`config.mk`:
```
export PLATFORM = sky130hd
export DESIGN_NAME = fwd_clk_gen
export DESIGN_NICKNAME = d
export VERILOG_FILES = /design/src/rtl/fwd_clk_gen.sv
export SDC_FILE = /design/constraint.sdc
export NUM_CORES = 1
export LEC_CHECK = 0
export ABC_CLOCK_PERIOD_IN_PS = 4300
export BUFFER_PORTS_ARGS = -buffer_cell sky130_fd_sc_hd__buf_4
export CORE_UTILIZATION = 40
export CTS_BUF_LIST = sky130_fd_sc_hd__clkbuf_4 sky130_fd_sc_hd__clkbuf_8
export CTS_CLUSTER_DIAMETER = 30
export CTS_CLUSTER_SIZE = 20
export DETAILED_ROUTE_END_ITERATION = 10
export SETUP_SLACK_MARGIN = 0.02
export SLEW_MARGIN = 20
export SYNTH_ARGS = -nofsm -noshare
export SYNTH_HDL_FRONTEND = slang
export SYNTH_SLANG_ARGS = --single-unit
```
`constraint.sdc`:
```
create_clock -name i_fpga_clk -period 4.3 [get_ports i_fpga_clk]
set_input_delay 0.43 -clock i_fpga_clk [delete_from_list [all_inputs] [get_ports i_fpga_clk]]
set_output_delay 0.43 -clock i_fpga_clk [all_outputs]
set_load 0.01 [all_outputs]
```
`src/rtl/fwd_clk_gen.sv`:
```
`default_nettype none
// ============================================================================
// Module      : fwd_clk_gen
// Description : Forwarded-clock generator. It produces a programmable-period
//               square wave with glitch-free start and stop, and it takes the
//               divider value through a valid/ack handshake.
// Revision    : 1.0 - initial release
// ============================================================================
module fwd_clk_gen #(
    parameter int DIV_W = 8,
    parameter int CNT_W = 16
) (
    input  logic             i_fpga_clk,
    input  logic             i_rst,
    input  logic             i_en,
    input  logic [DIV_W-1:0] i_div,
    input  logic             i_div_vld,
    output logic             o_div_ack,
    output logic             o_fwd_clk,
    output logic             o_running,
    output logic             o_edge_rise,
    output logic [CNT_W-1:0] o_cyc_cnt
);

    typedef enum logic [1:0] {
        S_IDLE = 2'd0,
        S_RUN  = 2'd1,
        S_STOP = 2'd2
    } state_t;

    state_t             state_q, state_d;
    logic [DIV_W-1:0]   cnt_q, cnt_d;
    logic [DIV_W-1:0]   div_act_q, div_act_d;
    logic [DIV_W-1:0]   pend_q, pend_d;
    logic               pend_full_q, pend_full_d;
    logic               ack_q, ack_d;
    logic               fwd_q, fwd_d;
    logic               rise_q, rise_d;
    logic               running_q, running_d;
    logic [CNT_W-1:0]   cyc_q, cyc_d;

    logic               w_phase_end;
    logic               w_rise_gen;
    logic               w_xfer;
    logic               w_capture;

    assign w_phase_end = (cnt_q == (div_act_q - DIV_W'(1)));

    always_comb begin
        state_d     = state_q;
        cnt_d       = cnt_q;
        fwd_d       = fwd_q;
        w_rise_gen  = 1'b0;
        case (state_q)
            S_IDLE: begin
                cnt_d = '0;
                fwd_d = 1'b0;
                if (i_en) begin
                    state_d    = S_RUN;
                    fwd_d      = 1'b1;
                    w_rise_gen = 1'b1;
                end
            end
            S_RUN: begin
                if (!i_en) state_d = S_STOP;
                if (w_phase_end) begin
                    cnt_d      = '0;
                    fwd_d      = !fwd_q;
                    w_rise_gen = !fwd_q;
                end else begin
                    cnt_d = cnt_q + DIV_W'(1);
                end
            end
            S_STOP: begin
                if (i_en) state_d = S_RUN;
                if (w_phase_end) begin
                    cnt_d = '0;
                    // The low phase always completes; the rise only happens if re-enabled.
                    if (fwd_q) begin
                        fwd_d = 1'b0;
                    end else if (i_en) begin
                        fwd_d      = 1'b1;
                        w_rise_gen = 1'b1;
                    end else begin
                        state_d = S_IDLE;
                    end
                end else begin
                    cnt_d = cnt_q + DIV_W'(1);
                end
            end
            default: begin
                state_d = S_IDLE;
                cnt_d   = '0;
                fwd_d   = 1'b0;
            end
        endcase

        rise_d    = w_rise_gen;
        running_d = (state_d != S_IDLE);
        cyc_d     = w_rise_gen ? (cyc_q + CNT_W'(1)) : cyc_q;

        // A pending value is freed before it is refilled, so a same-cycle capture is safe.
        w_xfer      = pend_full_q && ((state_q == S_IDLE) || w_rise_gen);
        div_act_d   = w_xfer ? pend_q : div_act_q;
        pend_full_d = pend_full_q && !w_xfer;
        pend_d      = pend_q;
        w_capture   = i_div_vld && !ack_q && (!pend_full_q || w_xfer);
        ack_d       = w_capture;
        if (w_capture) begin
            pend_d      = (i_div == '0) ? DIV_W'(1) : i_div;
            pend_full_d = 1'b1;
        end
    end

    always_ff @(posedge i_fpga_clk) begin
        if (i_rst) begin
            state_q     <= S_IDLE;
            cnt_q       <= '0;
            div_act_q   <= DIV_W'(1);
            pend_q      <= DIV_W'(1);
            pend_full_q <= 1'b0;
            ack_q       <= 1'b0;
            fwd_q       <= 1'b0;
            rise_q      <= 1'b0;
            running_q   <= 1'b0;
            cyc_q       <= '0;
        end else begin
            state_q     <= state_d;
            cnt_q       <= cnt_d;
            div_act_q   <= div_act_d;
            pend_q      <= pend_d;
            pend_full_q <= pend_full_d;
            ack_q       <= ack_d;
            fwd_q       <= fwd_d;
            rise_q      <= rise_d;
            running_q   <= running_d;
            cyc_q       <= cyc_d;
        end
    end

    assign o_div_ack   = ack_q;
    assign o_fwd_clk   = fwd_q;
    assign o_running   = running_q;
    assign o_edge_rise = rise_q;
    assign o_cyc_cnt   = cyc_q;

endmodule
`default_nettype wire

```
After elaboration in Yosys (flattened, before gate mapping)
Cells that the tools add are included.
- bits in registers: 47
- output and inout bits: 20
- add/subtract/negate cells: 3
- eq/ne operators: 5
- multiplexer cells: 16
- bitwise logic cells: 1
- reduce and logical (&&, ||, !) cells: 16
- operators by type and width (cell ; count):
    $add A16 B1 Y16 const B ; 1
    $mux W2 ; 5
    $add A8 B1 Y8 const B ; 1
    $eq A8 B8 Y1 ; 1
    $logic_not A8 Y1 ; 1
    $mux W8 ; 1
    $sub A8 B1 Y8 const B ; 1
    $mux W1 ; 7
    $pmux W1 S3 ; 2
    $pmux W2 S3 ; 1
    $logic_and A1 B1 Y1 ; 4
    $logic_not A1 Y1 ; 4
    $ne A2 B2 Y1 const B ; 2
    $reduce_or A3 Y1 ; 1
    $eq A2 B1 Y1 const B ; 1
    $eq A2 B2 Y1 const B ; 1
    $logic_not A2 Y1 ; 1
    $logic_or A1 B1 Y1 ; 2
    $reduce_and A2 Y1 ; 1
    $reduce_bool A2 Y1 ; 1
    $reduce_or A2 Y1 ; 1
    $not A1 Y1 ; 1

Logic depth before layout (Yosys ltp)
- word-level depth: 9
- depth in mapped cells: 11
- gate-level depth less buffers: 9

Worst setup path before layout
No wires, ideal clock.
- kind: reg-to-reg
- from: reg div_act_q[0]
- to: reg cyc_q[10], in the netlist o_cyc_cnt[10]
- setup time: 71 ps
- data arrival time: 2286 ps
- slack: 1943 ps
- stages on the path, launching flop included: 11
- path buffers: 1
- cells stage by stage: dfxtp_1 -> inv_1 -> ha_1 -> buf_2 -> o21ba_1 -> a221oi_1 -> o211ai_1 -> a21oi_2 -> a31oi_2 -> or4_1 -> a21oi_1
- longest elaborated chain between the ends: 4
- elaborated cells between the ends (all ways): 5
- those cells by class: add/sub (1); eq/ne (1); mux (3)
- ends and longest elaborated chain (what ; RTL line ; RTL):
    start, declared ; 33 ; logic [DIV_W-1:0] div_act_q, div_act_d;
    start signal, assigned ; 130 ; div_act_q <= div_act_d;
    $sub A8 B1 Y8 * ; 47 ; assign w_phase_end = (cnt_q == (div_act_q - DIV_W'(1)));
    $eq A8 B8 Y1 * ; 47 ;
    $mux W1, on equally long branches ; 76, 66 ;
    $pmux W1 S3 * ; 54 ; case (state_q)
    end signal, assigned ; 137 ; cyc_q <= cyc_d;
    end, declared ; 40 ; logic [CNT_W-1:0] cyc_q, cyc_d;
Mark *: on every way between the ends. The rest lies on a longest branch, timed or not.
A chain may end at the register's enable or synchronous reset.

Final worst setup path
- from: reg div_act_q[0]
- to: reg cyc_q[8], in the netlist o_cyc_cnt[8]
Same word-level chain as after synthesis.

==> parameters.txt <==
Parameter                              Value

Placed design
  Post-detailed-placement cell area    0.00271 mm^2
  Port Buf Inserts    31
  Post-Place Worst Slack    1610 ps
  Placed wire-length estimate    3.41 mm
  Number of placed cells counting well taps    371
  Routability congestion estimate from global placement    0.795

Synthesis
  Most frequent cell after synthesis    dfxtp_1
  Synth area leaders    dfxtp_1 38%, mux2i_1 7.4%, nand2b_1 5.9%, ha_1 3.6%, xor2_1 3.6%
  Gate count after technology mapping    281
  Post-Syn Area per Cell    8.72 um^2
  Total number of yosys warnings    0
  Flip-flop and latch count after synthesis    47
  Synth async-reset ratio    0
  Netlist cell types    47
  Sequential-to-total area share from yosys stat    0.384
  Synth top area share    0.384
  List of most frequent post-synthesis cells    47 x dfxtp_1, 23 x nand2b_1, 19 x nor2_1, 18 x mux2i_1, 17 x a21oi_1
  Number of nets in the synthesized netlist    300
  Cell type with the largest total area after synthesis    dfxtp_1
  Combined area of all synthesized cells    0.00245 mm^2
  Prevailing post-synth register cell    dfxtp_1
  Number of enable-type register cells in the synthesized netlist    0

Pwr
  Comb pwr share    0.153
  Net Switching    250 uW
  Leakage power summed over all cells    1.11 nW
  Part of the power in registers    0.468
  Max rail drop VDD    170 uV
  Proportion of total power due to net switching    0.246
  Part of the power in the clock network    0.379
  Power per cell area    357 mW/mm^2
  Internal    765 uW

GRT
  Maximum number of pins on one net before global-route repair    47
  Initial antenna violation count    0
  Wire length of the first global-routing pass    8.02 mm
  Total congestion overflow after global routing    0
  Via count of the first global-routing pass    1817
  Global-route usage over all layers    0.159

Drt
  Drt pass-1 iters    4
  Final Routed Wirelength    4.78 mm
  Number of DRC markers after the initial detailed-route iteration    64
  Routed via count divided by cell count    5.34
  Post-DR wirelength/cell    12.6 um
  Highest metal layer used by the detailed router    met4
  Antenna violation net count after detailed routing    0
  Total number of vias    2023
  Number of remaining DRC errors    0
  Amount of wire on met3 after detailed routing    144 um
  Detailed-route wire length on metal 1    2.32 mm
  Total length of routed met2 wires    2.27 mm

Cells and area
  Multi-input combinational cell area    0.00139 mm^2
  Net count reported at finish    322
  Number of fillers in the final layout    586
  Count of non-filler cells in the finished layout    379
  Area added between synthesis and finish    16.0%
  Post-route design area    0.00284 mm^2
  Storage cell area    941 um^2
  Share of layout cells above drive strength 1    0.141
  Final Util    0.480
  Antenna cell count    0

Outcome
  Result of the run    finished, final reports clean

Timing
  Setup total negative slack    0 ps
  Min cycle time layout    2700 ps
  Final Max Slew Viols    0
  Number of failing hold endpoints at the final stage    0
  Post-layout worst setup margin    1600 ps
  Unrepaired setup endpoints after global routing    no
  Worst slew pin tran    909 ps
  Worst clock skew    2.50 ps
  Maximum clock frequency    370 MHz
  Worst slew margin relative to its limit    0.391
  Endpoints failing setup    0
  Tcrit/Tclk final    0.628

Setup path
  Combined buffer and inverter count along the critical path    1
  Cell-by-cell listing of the critical path    inv_1 -> ha_1 -> o21ba_1 -> a221oi_1 -> o211ai_1 -> a21oi_2 -> a31oi_2 -> or4_1 -> a21oi_1
  Worst endpoint data arrival time    2930 ps
  Data required, critical path    4530 ps
  Dominant delay contributor by cell family on the critical path    compound AO/OA/AOI/OAI gates
  Classification of the worst setup path    reg2reg
  Nature of the critical path startpoint    flop
  Worst setup EP type    flop
  Critical path peak fanout    16
  Critical-path cell with the highest stage delay    or4_1
  Largest incremental delay on the critical path    580 ps

Clock tree
  Clock latency reported for the late side of the worst-skew pair    290 ps
  CTS buffer count    5
  Cell chosen for the clock root    clkbuf_8
  Buffer count from post-CTS setup fixing    0
  Clock transition at the register clock pins on the worst setup and hold paths after CTS    90 ps
  Deepest clock path buffer count    2
  Post-CTS Hold Fix Bufs    0
  Cells resized by post-CTS repair    0
  Number of clock sinks seen by CTS    47
  Clock tree from TritonCTS    yes
  CTS HTree Levels    2

Floorplanning
  X dimension of the die    80.3 um
  Starting Density    0.414
  Die footprint    0.00644 mm^2
  Std cell rows    28
  Height of the die    80.3 um
  Core ar.    0.00592 mm^2
  Top-level I/O count    32

Hold path
  Type of the worst min-delay path    in2reg

Run
  Count of max-cap constraint violations    0
-- flip-flops by register name, indices dropped and copies added (netlist names) --
signal and count:
o_edge_rise 1, cnt_q 8, div_act_q 8, o_div_ack 1, o_running 1, o_fwd_clk 1
o_cyc_cnt 16, pend_q 8, state_q 2, pend_full_q 1
-- power groups by stage --
stage	Clock, mW	Sequential (mW)	Combinational [mW]
after global routing	0.412	0.478	0.174
after CTS	0.396	0.475	0.156
after detailed placement	0	0.486	0.155
final	0.384	0.475	0.155
after floorplan	0	0.486	0.108
after global placement	0	0.485	0.154
-- area by class of cell --
cell class,count,share of cell area
clock inverters,2,0.0211
well taps,75,0.0330
multi-input cells,206,0.490
inverters,12,0.0158
clock buffers,6,0.0268
repair buffers,31,0.0819
flip-flops and latches,47,0.331
-- layer usage --
layer	GRT usage	vias to the layer above
li1	-	1048
met1	0.196	940
met2	0.268	30
met3	0.0432	5
met4	0.0464	0
met5	0	-
-- path summary, 6_finish.rpt --
path | startpoint | to | slack (ps) | cells past startpoint
worst min-delay path | i_div[5] | pend_q[5] | 400 | 3
worst min register to register | o_cyc_cnt[15] | o_cyc_cnt[15] | 490 | 2
worst max-delay path | div_act_q[0] | o_cyc_cnt[8] | 1600 | 9
worst max register to register | div_act_q[0] | o_cyc_cnt[8] | 1600 | 9
-- stage by stage --
stage                     power (mW)  hold WS [ps]
final                           1.01           404
after global routing            1.06           405
after CTS                       1.03           398
after detailed placement       0.641           481
after global placement         0.640           463
after floorplan                0.594           458
-- worst register-to-register path: stages (launching register included) --
cell and delay [ps]:
dfxtp_1 410, inv_1 70, ha_1 300, o21ba_1 220
a221oi_1 280, o211ai_1 150, a21oi_2 190, a31oi_2 300
or4_1 590, a21oi_1 140
-- cell usage in the layout, fill, tap and decap left out, drive strengths merged, types with 10 or more instances in the layout --
| master | n |
|---|---|
| nand3 | 12 |
| a21oi | 18 |
| nand2 | 11 |
| buf | 31 |
| mux2i | 18 |
| nor2 | 19 |
| inv | 12 |
| xor2 | 10 |
| nand2b | 23 |
| o21ai | 13 |
| dfxtp | 47 |
-- kinds of logic after synthesis --
| family | after synthesis | share of synthesized area |
|---|---|---|
| buffers and inverters | 28 | 0.0470 |
| muxes | 18 | 0.0735 |
| and+or+nand+nor | 106 | 0.241 |
| DFF | 47 | 0.384 |
| adders and majority gates | 7 | 0.0357 |
| AOI/OAI and AO/OA | 59 | 0.162 |
| xor gates and xnor gates | 16 | 0.0572 |
(Power assumes the default switching activity.)
